===== src/rtl/prog_loader.sv =====
// Byte-stream program loader: parses CORE/ADDR/COUNT headers and writes
// assembled instruction words into the selected core's program memory.
`ifndef CORES
`define CORES 8
`endif
`ifndef LOG_CORES
`define LOG_CORES 3
`endif
`ifndef PC_WIDTH
`define PC_WIDTH 5
`endif
`ifndef INSTR_WIDTH
`define INSTR_WIDTH 32
`endif

// state   | meaning
// S_IDLE  | waiting for CORE byte
// S_ADDR  | waiting for start-address byte
// S_COUNT | waiting for word-count (words-1) byte
// S_DATA  | collecting the bytes of one word
// S_WRITE | single-cycle write strobe, stream stalled
module prog_loader (
  input  logic                    clk,
  input  logic                    rst_n,
  input  logic                    in_valid,
  input  logic [7:0]              in_data,
  output logic                    in_ready,
  output logic                    we,
  output logic [`LOG_CORES-1:0]   sel,
  output logic [`PC_WIDTH-1:0]    waddr,
  output logic [`INSTR_WIDTH-1:0] wdata,
  output logic                    busy,
  output logic                    done
);
  localparam int IW = `INSTR_WIDTH;
  localparam int IB = (IW + 7) / 8;
  localparam logic [1:0] LAST_BYTE = 2'(IB - 1);

  typedef enum logic [2:0] {S_IDLE, S_ADDR, S_COUNT, S_DATA, S_WRITE} state_t;

  state_t                  state_q;
  logic [IW-1:0]           acc_q;
  logic [IW-1:0]           acc_d;
  logic [1:0]              byte_cnt_q;
  logic [7:0]              words_q;
  logic                    we_q;
  logic                    done_q;
  logic [`LOG_CORES-1:0]   sel_q;
  logic [`PC_WIDTH-1:0]    waddr_q;
  logic [IW-1:0]           wdata_q;
  logic                    accept;

  assign accept = in_valid & in_ready;
  // Older bytes fall off the top, so no clear is needed between words.
  assign acc_d  = IW'({acc_q, in_data});

  always_ff @(posedge clk or negedge rst_n) begin
    if (!rst_n) begin
      state_q    <= S_IDLE;
      acc_q      <= '0;
      byte_cnt_q <= '0;
      words_q    <= '0;
      we_q       <= 1'b0;
      done_q     <= 1'b0;
      sel_q      <= '0;
      waddr_q    <= '0;
      wdata_q    <= '0;
    end else begin
      done_q <= 1'b0;
      case (state_q)
        S_IDLE: if (accept) begin
          sel_q   <= in_data[`LOG_CORES-1:0];
          state_q <= S_ADDR;
        end
        S_ADDR: if (accept) begin
          waddr_q <= in_data[`PC_WIDTH-1:0];
          state_q <= S_COUNT;
        end
        S_COUNT: if (accept) begin
          words_q    <= in_data;
          byte_cnt_q <= '0;
          state_q    <= S_DATA;
        end
        S_DATA: if (accept) begin
          acc_q <= acc_d;
          if (byte_cnt_q == LAST_BYTE) begin
            byte_cnt_q <= '0;
            wdata_q    <= acc_d;
            we_q       <= 1'b1;
            state_q    <= S_WRITE;
          end else begin
            byte_cnt_q <= byte_cnt_q + 2'd1;
          end
        end
        S_WRITE: begin
          we_q    <= 1'b0;
          waddr_q <= waddr_q + 1'b1;
          if (words_q == 8'd0) begin
            done_q  <= 1'b1;
            state_q <= S_IDLE;
          end else begin
            words_q <= words_q - 8'd1;
            state_q <= S_DATA;
          end
        end
        default: state_q <= S_IDLE;
      endcase
    end
  end

  // Gated by rst_n so the stream is held off during reset and opens the
  // moment reset releases.
  assign in_ready = rst_n & (state_q != S_WRITE);
  assign busy     = (state_q != S_IDLE);
  assign we       = we_q;
  assign done     = done_q;
  assign sel      = sel_q;
  assign waddr    = waddr_q;
  assign wdata    = wdata_q;

endmodule


===== config.mk =====
export PLATFORM = sky130hd
export DESIGN_NAME = prog_loader
export DESIGN_NICKNAME = d
export VERILOG_FILES = /design/src/rtl/prog_loader.sv
export SDC_FILE = /design/constraint.sdc
export NUM_CORES = 1
export LEC_CHECK = 0
export BUFFER_PORTS_ARGS = -buffer_cell sky130_fd_sc_hd__buf_2
export CAP_MARGIN = 5
export CELL_PAD_IN_SITES_DETAIL_PLACEMENT = 0
export CELL_PAD_IN_SITES_GLOBAL_PLACEMENT = 1
export CORE_MARGIN = 1.5
export CORE_UTILIZATION = 35
export DETAILED_ROUTE_END_ITERATION = 6
export PLACE_DENSITY = 0.62
export SLEW_MARGIN = 5
export SYNTH_ARGS = -nofsm -noshare
export SYNTH_HDL_FRONTEND = slang
export SYNTH_SLANG_ARGS = --single-unit

===== constraint.sdc =====
create_clock -name clk -period 2.3 [get_ports clk]
set_input_delay 0.23 -clock clk [delete_from_list [all_inputs] [get_ports clk]]
set_output_delay 0.23 -clock clk [all_outputs]
set_load 0.1 [all_outputs]

Word level (Yosys, flattened, before mapping)
Index checks and enable logic that the tools add are counted.
Widths: inputs -> output; s select.
{"block": "totals", "in_bits": 11, "register_bits": 79, "mem_bits_ro": 0, "mem_bits_rw": 0, "n_memories": 0, "elab_cells": 62, "latch_bits": 0}
{"block": "op_classes", "add_sub_neg": 3, "bitwise": 2, "mux": 21, "n_div": 0, "n_shift": 0, "order_cmp": 0, "reduce_logical": 15, "n_mul": 0, "eq_ne": 12}
{"cell": "$mux 8", "n": 2}
{"cell": "$pmux 8 s2", "n": 1}
{"cell": "$mux 3", "n": 5}
{"cell": "$pmux 3 s5", "n": 1}
{"cell": "$ne 2x2->1 const B", "n": 6}
{"cell": "$reduce_and 3->1", "n": 4}
{"cell": "$pmux 5 s2", "n": 1}
{"cell": "$logic_not 8->1", "n": 1}
{"cell": "$mux 2", "n": 4}
{"cell": "$reduce_bool 2->1", "n": 4}
{"cell": "$sub 8x1->8 const B", "n": 1}
{"cell": "$eq 3x2->1 const B", "n": 2}
{"cell": "$reduce_and 2->1", "n": 3}
{"cell": "$add 5x1->5 const B", "n": 1}
{"cell": "$mux 5", "n": 1}
{"cell": "$reduce_and 5->1", "n": 1}
{"cell": "$mux 1", "n": 4}
{"cell": "$pmux 2 s2", "n": 1}
{"cell": "$eq 3x1->1 const B", "n": 1}
{"cell": "$eq 3x3->1 const B", "n": 1}
{"cell": "$logic_not 3->1", "n": 1}
{"cell": "$ne 3x3->1 const B", "n": 1}
{"cell": "$reduce_bool 3->1", "n": 1}
{"cell": "$add 2x1->2 const B", "n": 1}
{"cell": "3 further kinds", "n": 4}

Logic depth before layout (Yosys ltp)
{"block": "depth", "depth_word": 5, "mapped_depth": 6}

Worst setup path before layout
Ideal clock, no wire load.
{"block": "synth_path", "path_kind": "register to register", "start": "register waddr_q[0] (netlist: waddr[0])", "end": "register waddr_q[4] (netlist: waddr[4])", "path_buffers": 0, "period_less_slack_ns": 1.882, "t_arrival_ns": 1.754, "slack_ns": 0.418, "path_stages_with_launch": 6, "path_cell_list": "dfrtp_1 > ha_1 > nand3_1 > and2_1 > o21ai_0 > nand3_1"}
{"block": "synth_via", "elab_chain_cells": 2}
{"element": "start, declared", "line_no": "49", "source": "logic [`PC_WIDTH-1:0] waddr_q;"}
{"element": "start signal, assigned", "line_no": "76", "source": "waddr_q <= in_data[`PC_WIDTH-1:0];"}
{"element": "start signal, assigned", "line_no": "97", "source": "waddr_q <= waddr_q + 1'b1;"}
{"element": "$add 5x1->5", "line_no": "97"}
{"element": "$pmux 5 s2", "line_no": "70", "source": "case (state_q)"}
No other way between the ends.
A chain may end at the register's enable or synchronous reset.

Worst setup path in the final report
{"block": "layout_path", "start": "register state_q[2]", "end": "output port in_ready"}
{"block": "layout_via", "elab_chain_cells": 2}
{"element": "start, declared", "line_no": "41", "source": "state_t state_q;"}
{"element": "start signal, assigned", "line_no": "59", "source": "state_q <= S_IDLE;"}
{"element": "start signal, assigned", "line_no": "73", "source": "state_q <= S_ADDR;"}
{"element": "start signal, assigned", "line_no": "77", "source": "state_q <= S_COUNT;"}
{"element": "$ne 3x3->1", "line_no": "113", "source": "assign in_ready = rst_n & (state_q != S_WRITE);"}
{"element": "$and 1x1->1", "line_no": "113"}
{"element": "end, declared", "line_no": "27", "source": "output logic in_ready,"}
No other way between the ends.

==> key figures <==
Place
  • Routability congestion estimate: just under 0.9
  • Placed instance area: 3970 µm²
  • DP HPWL: around 4.9 mm
  • Number of port buffers: 54

Timing
  • Final slew viol count: 0
  • RSZ-0062 raised after global routing: false
  • Setup Skew: between 0.01 and 0.015 ns
  • F_max: between 400 and 500 MHz
  • Setup_tns: 0 ns
  • Worst slew pin tran: roughly 0.9 ns
  • Final count of negative-setup-slack endpoints: 0
  • Max_slew headroom: 0.403
  • Fin. Hold Viols: 0
  • Final worst path period share: 0.916
  • Min Clock Period, post-route: around 2.1 ns

Detailed routing
  • Met2 routed WL: 3.26 mm
  • Metal3 WL: around 300 µm
  • Via count: 2,271
  • Final ANT Viol Nets: 0
  • Drt first pass iters: 4
  • DR vias/cell: between 5 and 6
  • Highest routed metal layer: met4
  • Wire length per cell: 15.9 µm
  • Starting DRT DRC Count: ~160
  • Wirelength, routed: about 7.2 mm
  • M1 WL: between 3 and 4 mm
  • Drt drc: 0

CTS
  • Worst-path clk slew: roughly 0.090 ns
  • Clock Sink Count: approximately 80
  • CTS H-tree lvls: 3
  • CTS tree: done
  • CTS root buffer: clkbuf_8
  • CTS buffer count: 9
  • Clock buffer depth: 2
  • Clock Latency Late Sink: about 0.36 ns

Synth
  • Synth Area in Compound Gates: 0.0759
  • Synth area leader: dfrtp_1
  • Largest family of logic cells by synthesized area: multiplexers
  • Syn Area/Cell: 14.1 µm²
  • Seq/Total Area, Yosys: 0.555
  • Area contributors post-synth: dfrtp_1, mux2_4, mux2_2
  • Synthesized instance count: between 200 and 300
  • Adder-cell share of the synthesized area: 0.0141
  • XOR/XNOR Fraction of Synth Area: 0
  • Count leader, synth: dfrtp_1
  • Net Count, Synth: 267
  • Count of cell types in the netlist: 48
  • Commonest cells post-synth: dfrtp_1, mux2_2, mux2_4
  • Synth Warn #: 0
  • Yosys reg bits: 79
  • Post-synth top area share: 0.555
  • Async set or reset register ratio after synthesis: 1.00
  • Top FF cell, synth: dfrtp_1
  • Simple-Gate Fraction of Synth Area: 0.0991
  • Mux cell area share after synthesis: 0.222
  • Number of flops mapped to enable cells by yosys: 0
  • Synthesized area: approximately 3600 µm²

Floorplan
  • Die H: 104 µm
  • IO Count: between 50 and 60
  • Core area: 9820 µm²
  • Row count: 36
  • Die outline width: around 100 µm
  • Die area: approximately 11,000 µm²
  • Starting density of the core: 0.363

Finish
  • Final Cell Area: between 4000 and 5000 µm²
  • # nets final: between 300 and 400
  • Area Overhead vs Synth: 17.6%
  • N_diodes: 0
  • # fillers: 960
  • Share of post-route cells with drive strength above 1: 0.483

Global route
  • Initial antenna violation count: 0
  • Vias in the first global route: about 2,200
  • Largest net degree at the start of global routing: 71
  • Tot GR Track Use: 0.139
  • First-pass GRT wire length: approximately 12 mm
  • GR Overflow Total: 0

Flow run
  • Max_cap viols: 0

Setup path
  • CP max FO: 12
  • Critical path arrival: 1.88 ns
  • Critical path class: reg2out
  • CP required: 2.07 ns
  • CP endpoint kind: output port
  • Critical path launch point type: register

Outcome
  • Status: completed

Hold path
  • Hold Path Class: in2reg
[final timing paths]
kind                            depth (start not counted)           from             to  slack (ns)
worst max register to register                          6     words_q[0]     words_q[4]        0.37
worst max-delay path                                    3     state_q[2]       in_ready        0.19
worst min register to register                          2  byte_cnt_q[1]  byte_cnt_q[1]        0.49
min in group asynchronous                               2          rst_n       waddr[4]        0.29
worst min-delay path                                    2     in_data[5]       wdata[5]        0.16
max in group asynchronous                               3          rst_n       wdata[5]        0.85
[through the flow]
step | util | cells | worst slack [ns] | hold slack, ns
global route | 0.426 | 454 | 0.130 | 0.150
CTS | 0.426 | 454 | 0.0162 | 0.161
finish | 0.426 | 454 | 0.193 | 0.162
floorplan | - | 252 | 0.418 | -0.0656
global placement | 0.404 | 437 | 0.445 | 0.106
detailed placement | 0.404 | 437 | 0.419 | 0.107
[cell usage in the layout, fill, tap and decap left out, types with 4 or more instances in the layout]
cell type  netlist  layout
clkbuf_8         0       9
buf_4            2      10
a21oi_1          7       7
o21ai_0          4       4
dfrtp_1         79      79
inv_1            6       6
mux2_2          32      32
nor2_1          11      11
buf_2            3      53
nand3_1          6       6
mux2_4          28      28
ha_1             4       4
nand2_1         11      11
[routing by layer]
metal / vias up / global-route usage
li1: 1052 / -
met5: - / 0
met4: 0 / 0.0446
met2: 64 / 0.204
met3: 10 / 0.0338
met1: 1145 / 0.203
[cells by family after synthesis]
logic type | count (synthesis)
AOI/OAI and AO/OA | 38
DFF | 79
buffers and inverters | 17
adders and majority gates | 4
muxes | 61
and+or+nand+nor | 53
[state kept, by name, summed over array words and instances (netlist names)]
register / flops
acc_q: 24
wdata: 32
done: 1
byte_cnt_q: 2
state_q: 3
waddr: 5
sel: 3
we: 1
words_q: 8
[critical path, stage by stage, from the launching register on]
cell and delay (ns):
dfrtp_1 0.52, or3b_4 0.52, and2_1 0.19, buf_2 0.29
[layout make-up]
| type | instances | area (µm²) | share of cell area |
|---|---|---|---|
| repair buffers | 64 | 350 | 0.0837 |
| well taps | 133 | 166 | 0.0397 |
| inverters | 6 | 22.5 | 0.00538 |
| multi-input cells | 156 | 1470 | 0.350 |
| flip-flops and latches | 79 | 1980 | 0.472 |
| clock buffers | 9 | 124 | 0.0296 |
| clock inverters | 7 | 80.1 | 0.0191 |
[what timing repair did]
item	4_1_cts	5_1_grt
endpoints found under the hold margin	9	0
hold buffers	1	0
setup endpoints to repair	0	1
buffers inserted	0	0
resized for setup	0	1
Power is not shown: default switching activity piles up to over one toggle a cycle in this logic, so the estimate is an artifact.
